--- src/rtl/coin_pulse_pkg.sv ---
// Shared types for the multi-channel coin pulse generator.
// Latency: n/a (types only).
// Backpressure: n/a (types only).
package coin_pulse_pkg;

    // Per-channel pulse sequencer states
    typedef enum logic [1:0] {
        IDLE  = 2'd0,
        PULSE = 2'd1,
        GAP   = 2'd2
    } state_t;

    // Frame counts are measured in vblank rising edges
    typedef logic [7:0] frame_t;

endpackage

--- src/rtl/coin_pulse_chan.sv ---
// One coin channel: release detector, pending-coin counter and PULSE/GAP sequencer.
// Latency: a release reaches the pulse output 2 clk later when the channel is idle.
// Backpressure: up to QUEUE_DEPTH coins wait; further coins are dropped and flagged sticky.
// Option: COIN_PULSE_LOCKOUT_EN makes i_lockout discard new coins on this channel.
module coin_pulse_chan
    import coin_pulse_pkg::*;
#(
    parameter int PULSE_FRAMES = 4,
    parameter int GAP_FRAMES   = 4,
    parameter int QUEUE_DEPTH  = 3
) (
    input  logic clk,
    input  logic reset,
    input  logic i_tick,
    input  logic i_button,
    input  logic i_lockout,
    output logic o_pulse,
    output logic o_overflow
);

    localparam int                PEND_W  = $clog2(QUEUE_DEPTH + 1);
    localparam logic [PEND_W-1:0] DEPTH_V = PEND_W'(QUEUE_DEPTH);
    localparam frame_t            PULSE_F = frame_t'(PULSE_FRAMES);
    localparam frame_t            GAP_F   = frame_t'(GAP_FRAMES);

    logic              r_button;
    logic [PEND_W-1:0] r_pending;
    logic              r_overflow;
    state_t            r_state;
    frame_t            r_frames;
    logic              r_pulse;

    logic w_release;
    logic w_coin;
    logic w_take;
    logic w_full;
    logic w_accept;

    assign w_release = r_button & ~i_button;

`ifdef COIN_PULSE_LOCKOUT_EN
    assign w_coin = w_release & ~i_lockout;
`else
    assign w_coin = w_release;
    logic w_unused_lockout;
    assign w_unused_lockout = i_lockout;
`endif

    // A pending coin is consumed in the same cycle the sequencer leaves IDLE
    assign w_take   = (r_state == IDLE) && (r_pending != '0);
    assign w_full   = (r_pending == DEPTH_V);
    // A coin arriving while the queue is full but a slot is being freed is kept
    assign w_accept = w_coin && (!w_full || w_take);

    // Registered copy of the switch; cleared by reset so a held button is not a release
    always_ff @(posedge clk or posedge reset) begin
        if (reset) r_button <= 1'b0;
        else       r_button <= i_button;
    end

    // Pending-coin count and sticky drop flag
    always_ff @(posedge clk or posedge reset) begin
        if (reset) begin
            r_pending  <= '0;
            r_overflow <= 1'b0;
        end else begin
            if (w_accept && !w_take)      r_pending <= r_pending + 1'b1;
            else if (!w_accept && w_take) r_pending <= r_pending - 1'b1;
            if (w_coin && !w_accept)      r_overflow <= 1'b1;
        end
    end

    // Pulse sequencer; the entry cycle ignores any tick so each pulse gets full frames
    always_ff @(posedge clk or posedge reset) begin
        if (reset) begin
            r_state  <= IDLE;
            r_frames <= '0;
            r_pulse  <= 1'b0;
        end else begin
            case (r_state)
                IDLE: begin
                    if (w_take) begin
                        r_state  <= PULSE;
                        r_frames <= PULSE_F;
                        r_pulse  <= 1'b1;
                    end
                end
                PULSE: begin
                    if (i_tick && (r_frames != '0)) begin
                        if (r_frames == 8'd1) begin
                            r_pulse <= 1'b0;
                            if (GAP_FRAMES == 0) begin
                                r_state  <= IDLE;
                                r_frames <= '0;
                            end else begin
                                r_state  <= GAP;
                                r_frames <= GAP_F;
                            end
                        end else begin
                            r_frames <= r_frames - 8'd1;
                        end
                    end
                end
                GAP: begin
                    if (r_frames == '0) begin
                        r_state <= IDLE;
                    end else if (i_tick) begin
                        r_frames <= r_frames - 8'd1;
                        if (r_frames == 8'd1) r_state <= IDLE;
                    end
                end
                default: begin
                    r_state  <= IDLE;
                    r_frames <= '0;
                    r_pulse  <= 1'b0;
                end
            endcase
        end
    end

    assign o_pulse    = r_pulse;
    assign o_overflow = r_overflow;

endmodule

--- src/rtl/coin_pulse_multi.sv ---
// Multi-channel coin pulse generator: queues coin releases and replays them as frame-timed pulses.
// Latency: 2 clk from a release to pulse on an idle channel; pulses last PULSE_FRAMES vblank edges.
// Backpressure: QUEUE_DEPTH coins queue per channel; excess coins set a sticky overflow bit.
// Option: COIN_PULSE_LOCKOUT_EN enables per-channel coin rejection via coin_lockout.
module coin_pulse_multi
    import coin_pulse_pkg::*;
#(
    parameter int NUM_COINS    = 2,
    parameter int PULSE_FRAMES = 4,
    parameter int GAP_FRAMES   = 4,
    parameter int QUEUE_DEPTH  = 3
) (
    input  logic                 clk,
    input  logic                 reset,
    input  logic                 vblank,
    input  logic [NUM_COINS-1:0] button,
    input  logic [NUM_COINS-1:0] coin_lockout,
    output logic [NUM_COINS-1:0] pulse,
    output logic [NUM_COINS-1:0] overflow
);

    logic r_vblank;
    logic w_tick;

    // Registered vblank for the shared frame-tick edge detector
    always_ff @(posedge clk or posedge reset) begin
        if (reset) r_vblank <= 1'b0;
        else       r_vblank <= vblank;
    end

    assign w_tick = vblank & ~r_vblank;

    for (genvar gi = 0; gi < NUM_COINS; gi++) begin : g_chan
        coin_pulse_chan #(
            .PULSE_FRAMES (PULSE_FRAMES),
            .GAP_FRAMES   (GAP_FRAMES),
            .QUEUE_DEPTH  (QUEUE_DEPTH)
        ) u_chan (
            .clk        (clk),
            .reset      (reset),
            .i_tick     (w_tick),
            .i_button   (button[gi]),
            .i_lockout  (coin_lockout[gi]),
            .o_pulse    (pulse[gi]),
            .o_overflow (overflow[gi])
        );
    end

endmodule

--- config.mk ---
export PLATFORM = sky130hd
export DESIGN_NAME = coin_pulse_multi
export DESIGN_NICKNAME = d
export VERILOG_FILES = /design/src/rtl/coin_pulse_pkg.sv /design/src/rtl/coin_pulse_chan.sv /design/src/rtl/coin_pulse_multi.sv
export SDC_FILE = /design/constraint.sdc
export NUM_CORES = 1
export LEC_CHECK = 0
export ABC_AREA = 1
export BUFFER_PORTS_ARGS = -buffer_cell sky130_fd_sc_hd__clkbuf_2
export CAP_MARGIN = 15
export CORE_ASPECT_RATIO = 0.75
export CORE_MARGIN = 2
export CORE_UTILIZATION = 29
export DETAILED_ROUTE_END_ITERATION = 10
export GPL_TIMING_DRIVEN = 0
export SYNTH_ARGS = -nofsm -noshare
export SYNTH_HDL_FRONTEND = slang
export SYNTH_SLANG_ARGS = --single-unit
--- constraint.sdc ---
create_clock -name clk -period 3.68 [get_ports clk]
set_input_delay 0.184 -clock clk [delete_from_list [all_inputs] [get_ports clk]]
set_output_delay 0.184 -clock clk [all_outputs]
set_load 0.02 [all_outputs]
==> results of run 1 <==
==> worst reg2reg max path, delay by kind of cell (launching register included) <==
kind / cells / cell delay (ns)
AO/OA/AOI/OAI: 3 / 0.41
XOR/XNOR: 1 / 0.15
adder cells (fa/ha/maj): 1 / 0.39
flip-flops: 1 / 0.38
buffers and inverters: 2 / 0.19
AND/OR/NAND/NOR: 1 / 0.13
==> per-layer routing <==
| metal | GRT usage (%) | up-vias |
|---|---|---|
| met5 | 0 | - |
| met4 | 3.200 | 0 |
| met2 | 16.38 | 14 |
| met3 | 3.514 | 5 |
| li1 | - | 926 |
| met1 | 17.52 | 775 |
==> through the flow <==
step           utilization, %  hold WS, ns
3_3_place_gp            32.57       0.3120
2_1_floorplan               -       0.2154
5_1_grt                 34.38     0.004397
3_5_place_dp            32.96       0.2595
6_report                34.38      0.01496
4_1_cts                 34.38     0.001699
==> sequential cells by signal, indices dropped and copies added, names as in the netlist <==
name / count
g_chan.u_chan.o_overflow: 2
g_chan.u_chan.o_pulse: 2
g_chan.u_chan.r_button: 2
g_chan.u_chan.r_frames: 16
g_chan.u_chan.r_pending: 4
g_chan.u_chan.r_state: 4
r_vblank: 1
==> power by group through the flow <==
stage          Combinational (mW)  Clock (mW)  Sequential [mW]
2_1_floorplan                1.00           0            0.571
3_3_place_gp                 1.19           0            0.596
3_5_place_dp                 1.22           0            0.596
4_1_cts                      1.22       0.295            0.592
5_1_grt                      1.40       0.309            0.612
6_report                     1.21       0.281            0.591
==> cell families (layout without fill, tap and decap cells) <==
logic type / after synthesis / count (layout) / synth area share, %
flops: 31 / 31 / 37.24
fa+ha+maj: 8 / 8 / 4.805
buf+inv: 42 / 59 / 8.769
xor+xnor: 9 / 9 / 3.784
simple gates: 160 / 160 / 36.28
compound gates: 31 / 31 / 9.129
==> worst paths after layout <==
check	startpoint	to	slack, ns	cells past startpoint
max in group asynchronous	reset	g_chan[1].u_chan.r_button	2.70	4
setup / recovery	g_chan[0].u_chan.r_state[0]	g_chan[0].u_chan.r_pending[1]	1.91	8
min in group asynchronous	reset	g_chan[0].u_chan.o_overflow	0.48	3
hold / removal	button[0]	g_chan[0].u_chan.r_button	0.01	1
setup reg to reg	g_chan[0].u_chan.r_state[0]	g_chan[0].u_chan.r_pending[1]	1.91	8
hold reg to reg	g_chan[1].u_chan.o_overflow	g_chan[1].u_chan.o_overflow	0.46	1
==> layout make-up <==
cell class	count	area (um2)	area share, %
multi-input combinational	208	1125	47.44
sequential	31	775.7	32.72
inverter	37	141.4	5.963
tap	98	122.6	5.172
clock buffer	6	82.58	3.483
timing repair buffer	10	77.57	3.272
buffer	5	41.29	1.741
clock inverter	1	5.005	0.2111
==> cells in the final DEF, fill, tap and decap left out, types with 2 or more instances in the layout <==
cell type	synthesis	routed
nand2_1	90	90
clkbuf_2	0	8
nor2_1	13	13
buf_4	4	4
nand3_1	19	19
xor2_1	7	7
o21ai_2	4	4
inv_1	35	35
nand4_1	9	9
nor2_2	7	7
xnor2_1	2	2
o21ai_0	13	13
nor3_1	4	4
clkbuf_8	0	6
ha_1	8	8
a21oi_1	6	6
nand2_2	10	10
dfrtp_1	31	31
nor2_4	5	5
o21bai_1	3	3
==> flow_metrics.tcl, run 1 <==
set metrics [dict create \
    synth-edff-count 0 \
    critPathKind "reg -> reg" \
    placedCellCount 388 \
    grtUsageTotal_pct 11.76 \
    fin_nets 313 \
    vias 1720 \
    dpl.hpwl_mm 3.130 \
    ys_async_sr_fraction_pct 100.0 \
    final_cells 396 \
    route.met2.wl_mm 1.732 \
    grt_setup_unrepaired "no" \
    peakVddDrop_uv 224.2 \
    cts_root_buf "clkbuf_8" \
    clock_path_buffers 2 \
    synth_cells 281 \
    drt-initial-drc-count 76 \
    cap_viol_max_count 0 \
    status "finished, final reports clean" \
    synth.most_common_cell "nand2_1" \
    place_area_mm2 0.002273 \
    synthTopCellsByArea "dfrtp_1, nand2_1, inv_1" \
    ys_warn_count 0 \
    slowest_delay_ns 0.39 \
    syn_to_final_growth_pct 13.81 \
    clk_pin_slew_ns 0.07 \
    rows 26 \
    cts_tree "yes" \
    dr.pass1.iters 4 \
    report.final.slew_viol_count 0 \
    hold_path_class "in -> reg" \
    power_density_mw_per_mm2 879.1 \
    highest_layer "met4" \
    die-area_mm2 0.007885 \
    dp_slack_ns 1.915 \
    drc_errors 0 \
    numPortBuffers 8 \
    wl_mm 4.208 \
    finalClockSkew_ns 0.009633 \
    syn-cell-area_mm2 0.002083 \
    intPower_mw 1.066 \
    synthesis.nets 296 \
    routabilityCongestion 0.8059 \
    ant_nets 0 \
    p_comb_share_pct 58.2 \
    stdcell_area_mm2 0.002371 \
    worstPathCellList "inv_1 > nand2_1 > inv_1 > o21ai_0 > ha_1 > a21oi_1 > o21ai_0 > xor2_1" \
    wl_met1_mm 2.291 \
    p_leak_nw 1.224 \
    dieHeight_um 77.40 \
    syn_avg_cell_area_um2 7.414 \
    setup_violations 0 \
    fin_ws_ns 1.914 \
    power.switching_mw 1.018 \
    holdBufCountCts 1 \
    grt_pass1_vias 1568 \
    layout-drive-gt1-share_pct 17.45 \
    vias_per_cell 4.343 \
    final.min_clock_period_ns 1.766 \
    gr-total-overflow 0 \
    n_fill_cell 754 \
    synth-seq-cells 31 \
    ys_seq_area_share_pct 37.24 \
    relSlewSlack_pct 61.90 \
    start_util_pct 30.21 \
    max_freq_mhz 566.4 \
    n_antenna_cell 0 \
    cp_data_required_time_ns 3.85 \
    crit_arrival_ns 1.93 \
    hold_viol 0 \
    grt_start_max_net_pins 21 \
    setup_tns_ns 0 \
    cts_made_buffers 5 \
    htreeDepth 2 \
    synth_top_area_cell "dfrtp_1" \
    wl_met3_um 145 \
    grt_pass1_wl_mm 7.341 \
    cts_resized 0 \
    cp-end-kind "register" \
    cp_slowest_cell "ha_1" \
    io_pins 11 \
    layout_worst_path_cycle_share_pct 47.98 \
    start_kind "register" \
    worst-path-buf-inv 2 \
    fp.dieW_um 101.9 \
    crit_fanout 3 \
    crit_family "compound AO/OA/AOI/OAI gates" \
    wl_per_cell_um 10.63 \
    yosys-top-cells-count "nand2_1, inv_1, dfrtp_1" \
    swShare_pct 48.85 \
    coreArea_mm2 0.006897 \
    tightest_slew_ns 0.5708 \
    synth_ff_type "dfrtp_1" \
    ys_types 29 \
    pwr-share-seq_pct 28.4 \
    antenna_found_initial 0 \
    cts_num_sinks 31 \
    total_power_mw 2.084 \
    power.share.clock_pct 13.5 \
    insertion_delay_ns 0.29 \
    synth_top_area_share_pct 37.24 \
    post_cts_buffers 0 \
]
(Power assumes the default switching activity.)
==> inputs of run 2 (changes only) <==
clock period = 1.6 ns   (was 3.68 ns; I/O delays follow)
==> flow_metrics.tcl, run 2 (synthesis gave the netlist of run 1 again) <==
set metrics [dict create \
    peakVddDrop_uv 541.6 \
    cp-end-kind "register" \
    layout_worst_path_cycle_share_pct 95.19 \
    start_util_pct 30.21 \
    wl_mm 4.463 \
    layout-drive-gt1-share_pct 27.07 \
    status "finished, final reports clean" \
    regMostFlops "g_chan.u_chan.r_frames" \
    r2r_setup_slack_ns 0.08 \
    drc_errors 0 \
    grt_start_max_net_pins 21 \
    wl_per_cell_um 10.83 \
    cts_num_sinks 31 \
    power_density_mw_per_mm2 2066 \
    setup_violations 0 \
    clk_pin_slew_ns 0.07 \
    intPower_mw 2.808 \
    start_kind "register" \
    n_antenna_cell 0 \
    p_comb_share_pct 62.3 \
    hold_viol 0 \
    tightest_slew_ns 0.5769 \
    fp.dieW_um 101.9 \
    fin_nets 329 \
    swShare_pct 47.80 \
    io_pins 11 \
    crit_fanout 4 \
    numPortBuffers 8 \
    final.min_clock_period_ns 1.523 \
    cts_root_buf "clkbuf_8" \
    syn_to_final_growth_pct 24.99 \
    top_regs "g_chan.u_chan.r_frames: 16 flops, g_chan.u_chan.r_pending: 4 flops, g_chan.u_chan.r_state: 4 flops" \
    die-area_mm2 0.007885 \
    report.final.slew_viol_count 0 \
    cts_tree "yes" \
    antenna_found_initial 0 \
    mostFrequentLayoutCell "nand2_1" \
    dpl.hpwl_mm 3.130 \
    crit_arrival_ns 1.69 \
    p_leak_nw 1.311 \
    fin_ws_ns 0.07689 \
    clock_path_buffers 2 \
    dp_slack_ns -0.1650 \
    vias 1798 \
    n_fill_cell 730 \
    cap_viol_max_count 0 \
    largest_reg_flops 16 \
    drt-initial-drc-count 73 \
    startpoint "g_chan[1].u_chan.r_state[0]" \
    hold_slack_ns 0.3767 \
    insertion_delay_ns 0.29 \
    htreeDepth 2 \
    power.share.clock_pct 12.0 \
    relSlewSlack_pct 61.50 \
    gr-total-overflow 0 \
    rows 26 \
    grt_setup_unrepaired "yes" \
    grt_pass1_vias 1621 \
    power.switching_mw 2.572 \
    cp_data_required_time_ns 1.76 \
    pwr-share-seq_pct 25.6 \
    critPathKind "reg -> reg" \
    hold_path_class "in -> async" \
    vias_per_cell 4.364 \
    max_freq_mhz 656.6 \
    dr.pass1.iters 4 \
    dieHeight_um 77.40 \
    reg2reg_from "g_chan[1].u_chan.r_state[0]" \
    finalClockSkew_ns 0.01005 \
    ant_nets 0 \
    layout_common_cells "nand2_1, dfrtp_1, inv_1" \
    grtUsageTotal_pct 12.10 \
    routabilityCongestion 0.8059 \
    cts_made_buffers 5 \
    grt_pass1_wl_mm 7.562 \
    coreArea_mm2 0.006897 \
]
==> run 2: cell types whose count changed in the layout (fill, tap and decap cells not counted), sizes merged <==
cell         change
dlygate4sd3      +3
buf             +13
==> run 2: timing repair <==
action / 4_1_cts / 5_1_grt
pin swaps: 3 / 7
resized for setup: 10 / 20
hold buffers: 4 / 0
buffers inserted: 4 / 9
hold endpoints to repair: 14 / 0
endpoints found under the setup margin: 2 / 22
==> run 2: worst paths after layout <==
kind / to / cells after the start
setup reg to reg: g_chan[1].u_chan.r_pending[1] / 7
hold / removal: g_chan[0].u_chan.o_overflow / 3
min in group clk: g_chan[1].u_chan.o_overflow / 1
setup / recovery: g_chan[1].u_chan.r_pending[1] / 7
max in group asynchronous: g_chan[1].u_chan.r_button / 4
hold reg to reg: g_chan[1].u_chan.o_overflow / 1
==> run 2: worst max-delay path: stages (launching register included) <==
cell     delay, ns
dfrtp_2       0.44
nor2_4        0.18
nor3_4        0.07
nor3_2        0.11
ha_1          0.26
a21oi_1       0.11
o21ai_1       0.09
xor2_1        0.14
==> run 2: cell type report <==
class	count	area, um2	area share, %
clock inverters	1	5.005	0.1922
flip-flops and latches	31	777.0	29.84
well taps	98	122.6	4.709
clock buffers	6	82.58	3.172
repair buffers	26	217.7	8.361
multi-input cells	208	1216	46.71
plain buffers	5	41.29	1.586
inverters	37	141.4	5.430
==> run 2: power by group through the flow <==
stage	logic (mW)	registers, mW	clock network, mW
after global placement	2.74	1.37	0
after detailed placement	2.80	1.37	0
after global routing	3.81	1.42	0.712
after floorplan	2.30	1.31	0
after CTS	2.92	1.38	0.679
final	3.35	1.38	0.647
==> run 2: metrics by stage <==
stage,util [%],setup TNS (ns),std cells,total power [mW],instance area [um2]
floorplan,-,0,281,3.615,2083
global placement,32.57,-0.1782,387,4.107,2246
detailed placement,32.96,-0.2777,388,4.173,2273
CTS,35.60,0,403,4.981,2455
global route,37.75,-0.1652,412,5.940,2604
finish,37.75,0,412,5.379,2604
==> run 2: layer usage <==
| layer | up-vias | share of wire [%] | track usage [%] |
|---|---|---|---|
| met3 | 6 | 4.0 | 3.514 |
| met2 | 27 | 43 | 17.37 |
| met1 | 805 | 52 | 17.69 |
| met4 | 0 | 1.2 | 3.200 |
| met5 | - | 0 | 0 |
| li1 | 960 | - | - |
